**src/rtl/fyp_gen_pkg.sv**
```systemverilog
// Shared types and constants for the fyp packet generator.
// FYP_GEN_SEQ_EN (optional) puts a frame sequence number in payload bytes 0..3.
package fyp_gen_pkg;

   localparam int DATA_W      = 32;
   localparam int EMPTY_W     = 2;
   localparam int IDX_W       = 9;
   localparam int GAP_W       = 8;
   localparam int HDR_BYTES   = 14;
   localparam int PAYLOAD_MIN = 46;
   localparam int PAYLOAD_MAX = 1500;
   localparam int IFG_MAX     = 255;

   localparam logic [47:0] DEF_DST_MAC   = 48'h001C_2317_4ACB;
   localparam logic [47:0] DEF_SRC_MAC   = 48'h000A_3500_0001;
   localparam logic [15:0] DEF_ETHERTYPE = 16'h88B5;

   typedef enum logic [1:0] {
      ST_IDLE = 2'd0,
      ST_SEND = 2'd1,
      ST_GAP  = 2'd2
   } gen_state_t;

   function automatic int frame_words(input int payload);
      return (HDR_BYTES + payload + 3) / 4;
   endfunction

   function automatic int eop_empty(input int payload);
      return (4 - ((HDR_BYTES + payload) % 4)) % 4;
   endfunction

endpackage

```
**src/rtl/fyp_gen_word_builder.sv**
```systemverilog
// Combinational frame-word builder: word index -> data/sop/eop/empty.
// With FYP_GEN_SEQ_EN a sequence number replaces payload bytes 0..3.
module fyp_gen_word_builder
   import fyp_gen_pkg::*;
#(
   parameter logic [47:0] DST_MAC       = DEF_DST_MAC,
   parameter logic [47:0] SRC_MAC       = DEF_SRC_MAC,
   parameter logic [15:0] ETHERTYPE     = DEF_ETHERTYPE,
   parameter int          PAYLOAD_BYTES = PAYLOAD_MIN
) (
   input  logic [IDX_W-1:0]   word_idx,
`ifdef FYP_GEN_SEQ_EN
   input  logic [31:0]        seq_num,
`endif
   output logic [DATA_W-1:0]  data,
   output logic               sop,
   output logic               eop,
   output logic [EMPTY_W-1:0] empty
);

   localparam int FRAME_LEN = HDR_BYTES + PAYLOAD_BYTES;
   localparam int N_WORDS   = frame_words(PAYLOAD_BYTES);
   localparam int EOP_EMPTY = eop_empty(PAYLOAD_BYTES);

   function automatic logic [7:0] byte_at(input int b);
      logic [47:0] sh;
      int          k;
      k  = b - HDR_BYTES;
      sh = '0;
      if (b >= FRAME_LEN) return 8'h00;
      if (b < 6) begin
         sh = DST_MAC >> (8 * (5 - b));
         return sh[7:0];
      end
      if (b < 12) begin
         sh = SRC_MAC >> (8 * (11 - b));
         return sh[7:0];
      end
      if (b < HDR_BYTES) begin
         sh = {32'd0, ETHERTYPE} >> (8 * (13 - b));
         return sh[7:0];
      end
`ifdef FYP_GEN_SEQ_EN
      if (k < 4) begin
         sh = {16'd0, seq_num} >> (8 * (3 - k));
         return sh[7:0];
      end
`endif
      return 8'(k);
   endfunction

   // Bytes are shifted in from the low end so byte 0 lands on [31:24].
   always_comb begin
      data = '0;
      for (int ln = 0; ln < 4; ln++)
         data = {data[DATA_W-9:0], byte_at(int'(word_idx) * 4 + ln)};
   end

   always_comb begin
      sop   = (word_idx == '0);
      eop   = (word_idx == IDX_W'(N_WORDS - 1));
      empty = eop ? EMPTY_W'(EOP_EMPTY) : '0;
   end

endmodule

```
**src/rtl/fyp_packet_generator.sv**
```systemverilog
// Ethernet test-traffic source: fixed frames on Avalon-ST TX, RX drained.
// Define FYP_GEN_SEQ_EN to carry a frame sequence number in the payload.
module fyp_packet_generator
   import fyp_gen_pkg::*;
#(
   parameter logic [47:0] DST_MAC       = DEF_DST_MAC,
   parameter logic [47:0] SRC_MAC       = DEF_SRC_MAC,
   parameter logic [15:0] ETHERTYPE     = DEF_ETHERTYPE,
   parameter int          PAYLOAD_BYTES = PAYLOAD_MIN,
   parameter int          IFG_CYCLES    = 2
) (
   input  logic        clk,
   input  logic        rst_n,
   input  logic        gen_start,
   output logic [31:0] eth_ast_tx_data,
   output logic        eth_ast_tx_sop,
   output logic        eth_ast_tx_eop,
   output logic [1:0]  eth_ast_tx_empty,
   output logic        eth_ast_tx_err,
   output logic        eth_ast_tx_valid,
   input  logic        eth_ast_tx_rdy,
   input  logic [31:0] eth_ast_rx_data,
   input  logic        eth_ast_rx_sop,
   input  logic        eth_ast_rx_eop,
   input  logic        eth_ast_rx_err,
   input  logic [1:0]  eth_ast_rx_empty,
   input  logic        eth_ast_rx_valid,
   output logic        eth_ast_rx_rdy
);

   localparam int             N_WORDS  = frame_words(PAYLOAD_BYTES);
   localparam bit             SKIP_GAP = (IFG_CYCLES == 0);
   localparam logic [GAP_W-1:0] GAP_LAST =
      GAP_W'(SKIP_GAP ? 0 : IFG_CYCLES - 1);

   gen_state_t         state;
   gen_state_t         state_nxt;
   logic [IDX_W-1:0]   idx;
   logic [IDX_W-1:0]   nxt_idx;
   logic [GAP_W-1:0]   gap_cnt;
   logic               load;
   logic               clear;
   logic               last;
   logic               send_done;
   logic               gap_done;
   logic [DATA_W-1:0]  w_data;
   logic               w_sop;
   logic               w_eop;
   logic [EMPTY_W-1:0] w_empty;
   logic               unused_rx;

`ifdef FYP_GEN_SEQ_EN
   logic [31:0] seq_num;
`endif

   assign last      = (idx == IDX_W'(N_WORDS - 1));
   assign send_done = eth_ast_tx_rdy && last;
   assign gap_done  = (gap_cnt == GAP_LAST);

   assign eth_ast_tx_err = 1'b0;
   assign unused_rx = ^{eth_ast_rx_data, eth_ast_rx_sop, eth_ast_rx_eop,
                        eth_ast_rx_err, eth_ast_rx_empty, eth_ast_rx_valid};

   always_ff @(posedge clk) begin
      if (!rst_n) state <= ST_IDLE;
      else        state <= state_nxt;
   end

   always_comb begin
      state_nxt = state;
      unique case (state)
         ST_IDLE: if (gen_start) state_nxt = ST_SEND;
         ST_SEND: if (send_done) state_nxt = SKIP_GAP ? ST_IDLE : ST_GAP;
         ST_GAP:  if (gap_done)  state_nxt = ST_IDLE;
         default: state_nxt = ST_IDLE;
      endcase
   end

   // load: present word nxt_idx next cycle; clear: eop word has been taken.
   always_comb begin
      load    = 1'b0;
      clear   = 1'b0;
      nxt_idx = idx;
      unique case (state)
         ST_IDLE: begin
            if (gen_start) begin
               load    = 1'b1;
               nxt_idx = '0;
            end
         end
         ST_SEND: begin
            if (send_done) begin
               clear = 1'b1;
            end else if (eth_ast_tx_rdy) begin
               load    = 1'b1;
               nxt_idx = idx + IDX_W'(1);
            end
         end
         default: ;
      endcase
   end

   fyp_gen_word_builder #(
      .DST_MAC       (DST_MAC),
      .SRC_MAC       (SRC_MAC),
      .ETHERTYPE     (ETHERTYPE),
      .PAYLOAD_BYTES (PAYLOAD_BYTES)
   ) u_builder (
      .word_idx (nxt_idx),
`ifdef FYP_GEN_SEQ_EN
      .seq_num  (seq_num),
`endif
      .data     (w_data),
      .sop      (w_sop),
      .eop      (w_eop),
      .empty    (w_empty)
   );

   always_ff @(posedge clk) begin
      if (!rst_n) begin
         idx              <= '0;
         gap_cnt          <= '0;
         eth_ast_tx_valid <= 1'b0;
         eth_ast_tx_data  <= '0;
         eth_ast_tx_sop   <= 1'b0;
         eth_ast_tx_eop   <= 1'b0;
         eth_ast_tx_empty <= '0;
         eth_ast_rx_rdy   <= 1'b0;
      end else begin
         eth_ast_rx_rdy <= 1'b1;
         gap_cnt <= (state == ST_GAP) ? gap_cnt + GAP_W'(1) : '0;
         if (load) begin
            idx              <= nxt_idx;
            eth_ast_tx_valid <= 1'b1;
            eth_ast_tx_data  <= w_data;
            eth_ast_tx_sop   <= w_sop;
            eth_ast_tx_eop   <= w_eop;
            eth_ast_tx_empty <= w_empty;
         end else if (clear) begin
            eth_ast_tx_valid <= 1'b0;
            eth_ast_tx_data  <= '0;
            eth_ast_tx_sop   <= 1'b0;
            eth_ast_tx_eop   <= 1'b0;
            eth_ast_tx_empty <= '0;
         end
      end
   end

`ifdef FYP_GEN_SEQ_EN
   always_ff @(posedge clk) begin
      if (!rst_n)     seq_num <= '0;
      else if (clear) seq_num <= seq_num + 32'd1;
   end
`endif

endmodule

```
**config.mk**
```make
export PLATFORM = sky130hd
export DESIGN_NAME = fyp_packet_generator
export DESIGN_NICKNAME = d
export VERILOG_FILES = /design/src/rtl/fyp_gen_pkg.sv /design/src/rtl/fyp_gen_word_builder.sv /design/src/rtl/fyp_packet_generator.sv
export SDC_FILE = /design/constraint.sdc
export NUM_CORES = 1
export LEC_CHECK = 0
export CORE_MARGIN = 5
export CORE_UTILIZATION = 44
export CTS_CLUSTER_DIAMETER = 100
export DETAILED_ROUTE_END_ITERATION = 16
export PLACE_DENSITY = 0.8
export SLEW_MARGIN = 15
export SYNTH_ARGS = -nofsm -noshare
export SYNTH_HDL_FRONTEND = slang
export SYNTH_SLANG_ARGS = --single-unit
```
**constraint.sdc**
```tcl
create_clock -name clk -period 4 [get_ports clk]
set_input_delay 1.2 -clock clk [delete_from_list [all_inputs] [get_ports clk]]
set_output_delay 1.2 -clock clk [all_outputs]
set_load 0.1 [all_outputs]
```
==> metrics.cfg, run 1 <==
[layout]
drive_gt1_share_pct=20.1
layout_commonest_cell=buf_4
area_delta_synth_final_pct=33.3
diodes=0
fin_area_sq_mm=0.00390
layout.nets=496
final_cell_mix=59 x buf_4, 52 x dfxtp_1, 43 x nand2_1

[cts]
clkTransAtPathRegs_ns=0.10
htreeDepth=2
cts_tree=yes
cts_sinks=52
cts_hold_buf=0
numCtsBuffers=5
clockBufferDepth=2
clk_latency_ns=0.31
cts-root-buf=clkbuf_8

[floorplan]
rows=29
dieArea_sq_mm=0.00838
ioPinCount=81
initial_core_util_pct=45.5
die_y_um=91.5
coreArea_sq_mm=0.00642
die_w_um=91.5

[grt]
grt_max_degree=26
grt_pass1_wl_mm=13.9
grt_use_total_pct=20.5
grt-ovfl-total=0
grt_pass1_vias=2802
antenna_found_initial=0

[routing]
vias=2993
wl_per_cell_um=16.6
drcViolationCount=0
drt-total-wl_mm=8.57
ant_nets=0
vias_per_cell=5.81
dr.pass1.iters=5
drtIter0Drc=245

[sta]
fmax_mhz=261
fin_crit_sh_pct=95.9
timing.final.crit_period_ns=3.83
fin_skew_ns=0.00498
finalHoldViolations=0
worst_slew_pin_slew_ns=0.989
setup_viol_count_final=0
whs_ns=0.459
slew_headroom_pct=33.9
drv_slew=0

[worst_hold_path]
hp-class=reg -> reg
min_to=eth_ast_tx_data[29]
holdPathStages=2
min_from=eth_ast_tx_data[29]

[setup_path]
r2r_end=eth_ast_tx_data[4]
reg2reg_from=idx[2]
required_ns=4.24
cp_max_fo=9
reg2regPathDepth=13
end_kind=register
cp-start-kind=input pin
cp.arrival_ns=4.08
r2r_slack_ns=0.44
critPathKind=in -> reg

[synth]
yosysUniqueCellTypes=70
synth_seq_area_share_pct=35.6
synth_flop_cell=dfxtp_1
netlist_instances=348
yosys_warnings=0
avgSynthCellArea_sq_um=8.41
syn_area_sq_mm=0.00293
ys_seq_elements=52
async_reset_ff_share_pct=0
yosysTopAreaCell=dfxtp_1
synth_area_leaders=dfxtp_1 36%, ha_1 7.3%, nand2_1 5.5%, nor2_1 4.1%, a21oi_1 2.9%
synth_edf_count=0
yosysTopAreaCellShare_pct=35.6

[power]
p_switching_uw=404
clkPwrFrac_pct=29.7
power.total_uw=1220
intPower_uw=811
p_per_area_mw_per_mm2=312
irDropWorstVdd_mv=0.176
switching_share_pct=33.2
seq_power_share_pct=45.1
p_comb_share_pct=25.2
power.leakage_uw=0.00161

[run_status]
status=complete, no violations

[placement]
numPortBuffers=39
hpwlAfterDp_mm=6.39
gp_congestion=0.959
dpl_cell_area_sq_mm=0.00375

[flow_run]
max_cap_violations=0

==> Yosys cell counts (all sizes together) (3+ instances only) <==
cell type  number
a21oi          18
a22oi           3
and3            5
ha             17
a22o            3
nor4            5
a31oi          12
nor3           14
or4             4
nand3          17
a32o            3
inv            10
or3             4
dfxtp          52
xnor2           4
nand4           6
o31ai           6
nor2           32
buf            10
o21ai          11
xor2            6
o211ai          9
nand2          43
clkbuf          8
and2            6
==> worst max-delay path, stage by stage <==
cell           delay, ns
dlygate4sd2_1       0.29
nand3b_1            0.14
a21oi_1             0.18
buf_4               0.16
mux2_2              0.34
buf_4               0.18
inv_1               0.09
ha_1                0.24
or4_4               0.55
nor4_4              0.32
nand4bb_4           0.17
a31oi_1             0.20
==> through the flow <==
stage | setup WS, ns | util, % | instances | TNS, ns
after floorplan | 0.00456 | - | 350 | 0
after global placement | -0.461 | 58.4 | 505 | -5.45
after detailed placement | -0.506 | 58.4 | 505 | -6.04
after CTS | 0.0123 | 60.2 | 513 | 0
after global routing | -0.00516 | 60.7 | 515 | -0.00516
final | 0.165 | 60.7 | 515 | 0
==> sequential cells by signal, summed over array words and instances (netlist names) <==
| register | flops |
|---|---|
| eth_ast_tx_eop | 1 |
| eth_ast_rx_rdy | 1 |
| eth_ast_tx_valid | 1 |
| state | 2 |
| eth_ast_tx_sop | 1 |
| gap_cnt | 8 |
| idx | 9 |
| eth_ast_tx_data | 29 |
==> layer usage <==
metal  vias up  wire (um)  track usage (%)
li1       1444          -                -
met1      1420       3880             27.4
met2       112       4100             33.5
met3        17        385             2.64
met4         0        208             7.54
met5         -          0                0
==> power groups by stage <==
stage | Clock [uW] | Combinational [uW] | Sequential [uW]
after CTS | 369 | 302 | 548
after global routing | 386 | 321 | 550
final | 361 | 306 | 548
after detailed placement | 0 | 301 | 559
after floorplan | 0 | 109 | 670
after global placement | 0 | 298 | 558
==> worst max path at each step <==
| stage | start | endpoint | slack, ns |
|---|---|---|---|
| after floorplan | eth_ast_tx_rdy | eth_ast_tx_data[1] | 0.005 |
| after global placement | eth_ast_tx_rdy | eth_ast_tx_data[0] | -0.46 |
| after detailed placement | eth_ast_tx_rdy | eth_ast_tx_data[13] | -0.51 |
| after CTS | gen_start | eth_ast_tx_data[13] | 0.01 |
| after global routing | eth_ast_tx_rdy | eth_ast_tx_data[4] | -0.005 |
| final | eth_ast_tx_rdy | eth_ast_tx_data[4] | 0.17 |
==> cells by family (layout without fill, tap and decap cells) <==
family | Yosys count | in the layout | share of synthesized area [%]
and+or+nand+nor | 153 | 153 | 27.9
AOI/OAI and AO/OA | 83 | 83 | 19.8
other | 1 | 3 | 0.128
adders and majority gates | 17 | 17 | 7.27
DFF | 52 | 52 | 35.6
muxes | 1 | 1 | 0.385
xor gates and xnor gates | 10 | 10 | 2.99
buffers and inverters | 31 | 119 | 5.94
==> repair_timing <==
item / in CTS / in global routing
pin swaps: 1 / 7
buffers inserted: 0 / 2
gates resized for setup: 4 / 5
setup endpoints to repair: 6 / 18
==> final cells by class <==
cell class	count	area [sq um]
Fill cell	562	2520
Multi-Input combinational cell	267	1760
Sequential cell	52	1040
Timing Repair Buffer	99	846
Tap cell	77	96.3
Clock buffer	6	72.6
Inverter	12	45.0
Clock inverter	2	35.0
Power figures use the tool's default switching activity.
==> run 2: changes to the inputs <==
--- a/config.mk
+++ b/config.mk
@@ -5,12 +5,13 @@
 export SDC_FILE = /design/constraint.sdc
 export NUM_CORES = 1
 export LEC_CHECK = 0
-export CORE_MARGIN = 5
-export CORE_UTILIZATION = 44
+export CORE_MARGIN = 8
+export CORE_UTILIZATION = 46
 export CTS_CLUSTER_DIAMETER = 100
 export DETAILED_ROUTE_END_ITERATION = 16
 export PLACE_DENSITY = 0.8
 export SLEW_MARGIN = 15
 export SYNTH_ARGS = -nofsm -noshare
 export SYNTH_HDL_FRONTEND = slang
+export SYNTH_HIERARCHICAL = 1
 export SYNTH_SLANG_ARGS = --single-unit
==> run 2 against run 1 <==
Against the previous run:
- clock-buffer cell count increased by 7
- highest routed layer unchanged
- worst hold slack got worse by 0.0092 ns
- synthesized cell count up 26%
- global-route usage is 2.2 points lower
- setup slack improved by 0.099 ns
==> metrics.cfg, run 2 <==
[run_status]
status=complete, no violations

[setup_path]
r2r_slack_ns=0.32
end_kind=register
cp_cell_sequence=clkbuf_2 -> buf_6 -> nand4_1 -> a211o_1 -> mux2i_2 -> nor2_4 -> and4_1 -> ha_1 -> nor4b_2 -> and3_1 -> nand4_1 -> buf_4 -> o21ai_1 -> o211ai_1 -> a21oi_1
cp.arrival_ns=4.01
slowest_delay_ns=0.34
critPathMostFrequentCell=nand4_1
critPathKind=in -> reg
slowest_stage=a211o_1
required_ns=4.27
cp-start-kind=input pin
cp_max_fo=4

[synth]
yosysTopAreaCellShare_pct=31.9
netlist_instances=440
yosys_warnings=6
synth_edf_count=0
ys_seq_elements=57
synth_area_leaders=dfxtp_1 32%, o211ai_1 7.6%, a21oi_1 7.3%, nand2_1 6.6%, ha_1 5.6%
synth_top_cells_by_count=63 x nand2_1, 57 x dfxtp_1, 52 x a21oi_1
syn_area_sq_mm=0.00358
synth_seq_area_share_pct=31.9
async_reset_ff_share_pct=0
yosysTopAreaCell=dfxtp_1
yosysMostFrequentCell=nand2_1
synth_flop_cell=dfxtp_1
yosysUniqueCellTypes=77
avgSynthCellArea_sq_um=8.13

[flow_run]
max_cap_violations=0

[placement]
gp_congestion=0.922
placed_cells=617
dpl_cell_area_sq_mm=0.00445
numPortBuffers=41
hpwlAfterDp_mm=7.02

[cts]
htreeDepth=3
numCtsBuffers=9
clkTransAtPathRegs_ns=0.06
clockBufferDepth=2
cts_sinks=57
clk_latency_ns=0.34
cts_tree=yes
cts_hold_buf=0
cts-root-buf=clkbuf_8

[sta]
timing.final.crit_period_ns=3.74
fin_skew_ns=0.00376
setup_viol_count_final=0
fin_crit_sh_pct=93.4
worst_slew_pin_slew_ns=0.993
drv_slew=0
rsz0062_at_grt=no
fmax_mhz=268
finalHoldViolations=0
slew_headroom_pct=33.6
whs_ns=0.449

[grt]
grt-ovfl-total=0
antenna_found_initial=0
grt_max_degree=41
grt_use_total_pct=18.2
grt_pass1_wl_mm=16.5
grt_pass1_vias=3451

[routing]
drtIter0Drc=168
drt-total-wl_mm=9.66
ant_nets=0
vias=3497
vias_per_cell=5.51
dr.pass1.iters=4
drcViolationCount=0
wl_per_cell_um=15.2

[floorplan]
dieArea_sq_mm=0.0109
die_y_um=104
ioPinCount=81
die_w_um=104
initial_core_util_pct=46.8
coreArea_sq_mm=0.00765
rows=32

[layout]
nFillCells=693
final_cell_mix=73 x buf_4, 62 x nand2_1, 57 x dfxtp_1
fin_area_sq_mm=0.00468
diodes=0
layout_commonest_cell=buf_4
drive_gt1_share_pct=23.5
fin_cells=635
final_core_util_pct=61.2
area_delta_synth_final_pct=30.9
layout.nets=586
largest_reg_flops=32
regArea_sq_mm=0.00114
multiInputGateArea_sq_mm=0.00223
regMostFlops=eth_ast_tx_data
reg_top3=eth_ast_tx_data x32, idx x9, gap_cnt x8

[worst_hold_path]
hp-class=reg -> reg

[power]
power.total_uw=1490
irDropWorstVdd_mv=0.235
p_per_area_mw_per_mm2=318
power.leakage_uw=0.00185

## run 2: stage by stage
step,setup WS [ns],setup TNS (ns)
floorplan,0.0110,0
global placement,-0.495,-7.16
detailed placement,-0.627,-9.53
CTS,0.0130,0
global route,0.0359,0
finish,0.264,0
## run 2: per-layer routing
layer  vias up  global-route usage (%)  share of wire, %
met5         -                       0                 0
met4         0                    9.93               2.3
met3        16                    3.72               5.9
met2        97                    29.3                47
met1      1628                    22.3                44
li1       1756                       -                 -
## run 2: logic make-up (layout without fill, tap and decap cells)
family                   after synthesis  after routing  share of synthesized area [%]
AND/OR/NAND/NOR                      167            167                           26.5
AO/OA/AOI/OAI                        134            134                           25.4
flip-flops                            57             57                           31.9
buffers and inverters                 53            143                           7.73
adder cells (fa/ha/maj)               16             16                           5.60
XOR/XNOR                              10             10                           2.45
other                                  2              5                          0.210
multiplexers                           1              1                          0.280
## run 2: critical path, delay by kind of cell
family                     cells  cell delay (ns)
adders and majority gates      1             0.29
muxes                          1             0.27
AOI/OAI and AO/OA              4             0.67
buffers and inverters          3             0.45
and+or+nand+nor                6             1.12
## run 2: what timing repair did
action / 4_1_cts / 5_1_grt
setup endpoints to repair: 8 / 7
gates resized for setup: 8 / 9
pin swaps: 4 / 5
buffers inserted: 1 / 1
## run 2: area by class of cell
class                      instances  share of cell area, %
clock inverter                     3                  0.321
timing repair buffer             115                   20.7
inverter                          12                  0.962
multi-input combinational        333                   47.6
tap                              102                   2.73
sequential                        57                   24.4
clock buffer                      13                   3.39
## run 2: final timing paths
| path | cells after the start | startpoint | endpoint |
|---|---|---|---|
| worst max-delay path | 15 | eth_ast_tx_rdy | eth_ast_tx_data[4] |
| worst min-delay path | 2 | eth_ast_tx_data[10] | eth_ast_tx_data[10] |
| worst max register to register | 17 | idx[0] | eth_ast_tx_data[4] |
| worst min register to register | 2 | eth_ast_tx_data[10] | eth_ast_tx_data[10] |
## run 2: report_power, final
group / switching (uW) / internal [uW]
Clock: 224 / 255
Combinational: 277 / 128
Sequential: 13.5 / 590
==> run 3: changes to the inputs <==
--- a/config.mk
+++ b/config.mk
@@ -6,12 +6,11 @@
 export NUM_CORES = 1
 export LEC_CHECK = 0
 export CORE_MARGIN = 8
-export CORE_UTILIZATION = 46
+export CORE_UTILIZATION = 44
 export CTS_CLUSTER_DIAMETER = 100
 export DETAILED_ROUTE_END_ITERATION = 16
 export PLACE_DENSITY = 0.8
 export SLEW_MARGIN = 15
 export SYNTH_ARGS = -nofsm -noshare
 export SYNTH_HDL_FRONTEND = slang
-export SYNTH_HIERARCHICAL = 1
 export SYNTH_SLANG_ARGS = --single-unit
==> run 3 against run 2 <==
Against the previous run:
- final cell count fell by 17%
- worst hold slack improved by 0.0096 ns
- via count fell by 11%
- combinational power fell by 21%
- clock power fell by 13%
- clock-buffer cell count fell by 8
- non-clock buffer count fell by 5
- clock skew rose by 0.0051 ns
- setup slack got worse by 0.16 ns
- register-to-register slack got worse by 0.06 ns
- first-iteration DRC count rose by 76%
==> metrics.cfg, run 3 (synthesis gave the netlist of run 1 again) <==
[cts]
cts-root-buf=clkbuf_8
cts_hold_buf=0
clkTransAtPathRegs_ns=0.09
clk_latency_ns=0.31
clockBufferDepth=2
cts_sinks=52
cts_tree=yes
numCtsBuffers=5
htreeDepth=2

[worst_hold_path]
min_from=eth_ast_tx_data[12]
holdPathStages=2
hp-class=reg -> reg

[sta]
fin_crit_sh_pct=97.4
tns_ns=0
fin_ws_ns=0.103
setup_viol_count_final=0
timing.final.crit_period_ns=3.90
rsz0062_at_grt=no
drv_slew=0
finalHoldViolations=0
fin_skew_ns=0.00885
whs_ns=0.459
worst_slew_pin_slew_ns=0.992
fmax_mhz=257
slew_headroom_pct=33.7

[power]
power.leakage_uw=0.00169
p_comb_share_pct=24.9
seq_power_share_pct=42.6
switching_share_pct=31.5
p_per_area_mw_per_mm2=313
p_switching_uw=403
clkPwrFrac_pct=32.5
irDropWorstVdd_mv=0.306
power.total_uw=1280
intPower_uw=879

[routing]
vias=3099
drtIter0Drc=296
drt-total-wl_mm=9.07
dr.pass1.iters=5
wl_per_cell_um=17.3
ant_nets=0
vias_per_cell=5.90
drcViolationCount=0

[placement]
numPortBuffers=39
hpwlAfterDp_mm=6.63
gp_congestion=0.904
placed_cells=507
place_ws_ns=-0.569

[setup_path]
critPathKind=in -> reg
reg2reg_from=idx[0]
cp.arrival_ns=4.13
cp_max_fo=5
cp-start-kind=input pin
end_kind=register
r2r_slack_ns=0.26
reg2regPathDepth=16
crit_start=gen_start
required_ns=4.23

[floorplan]
ioPinCount=81
initial_core_util_pct=45.8
die_w_um=97.5
die_y_um=97.5
dieArea_sq_mm=0.00951
rows=29
coreArea_sq_mm=0.00639

[run_status]
status=complete, no violations

[layout]
diodes=0
final_cell_mix=68 x buf_4, 52 x dfxtp_1, 40 x nand2_1
regMostFlops=eth_ast_tx_data
area_delta_synth_final_pct=40.0
reg_top3=eth_ast_tx_data x29, idx x9, gap_cnt x8
largest_reg_flops=29
layout_commonest_cell=buf_4
drive_gt1_share_pct=25.0
nFillCells=528
layout.nets=507
fin_cells=525

[grt]
grt-ovfl-total=0
grt_pass1_vias=2955
grt_use_total_pct=18.5
grt_pass1_wl_mm=14.8
grt_max_degree=23
antenna_found_initial=0

[flow_run]
max_cap_violations=0

run 3: cell type report:
cell class | count | area [sq um] | area share, %
repair buffers | 110 | 941 | 23.0
multi-input cells | 267 | 1840 | 45.0
clock buffers | 5 | 68.8 | 1.68
well taps | 77 | 96.3 | 2.35
flip-flops and latches | 52 | 1040 | 25.4
clock inverters | 2 | 60.1 | 1.47
inverters | 12 | 45.0 | 1.10
run 3: through the flow:
stage | instance area, sq um | utilization, %
6_report | 4100 | 64.1
5_1_grt | 4100 | 64.1
3_3_place_gp | 3780 | 59.2
3_5_place_dp | 3780 | 59.2
4_1_cts | 3970 | 62.1
2_1_floorplan | 2960 | -
run 3: layer usage:
metal | part of all wire, % | track usage (%) | wire length, um | vias up
li1 | - | - | - | 1462
met1 | 41 | 22.0 | 3760 | 1470
met2 | 50 | 32.0 | 4490 | 147
met3 | 6.8 | 3.63 | 619 | 20
met4 | 2.2 | 6.29 | 198 | 0
met5 | 0 | 0 | 0 | -
run 3: final timing paths:
| path | endpoint |
|---|---|
| min reg2reg | eth_ast_tx_data[12] |
| max reg2reg | eth_ast_tx_data[4] |
| min | eth_ast_tx_data[12] |
| max | eth_ast_tx_data[4] |
run 3: what timing repair did:
item,4_1_cts,5_1_grt
endpoints found under the setup margin,10,22
pin swaps,5,14
buffers inserted,3,8
gates resized for setup,9,19
run 3: power by group through the flow:
stage                     clock network (uW)  registers (uW)  logic [uW]
after CTS                                421             547         307
after detailed placement                   0             558         305
after global routing                     443             550         333
after floorplan                            0             670         109
after global placement                     0             558         302
final                                    416             547         319
run 3: critical path: stages:
cell and delay [ns]:
dlymetal6s2s_1 0.12, buf_4 0.14, o21bai_1 0.30, nor2_1 0.10, a211o_1 0.37, ha_4 0.19
nand2_1 0.08, nor3_2 0.05, ha_1 0.30, or4_4 0.54, nor4_4 0.32, nand4bb_4 0.21
a31oi_1 0.22
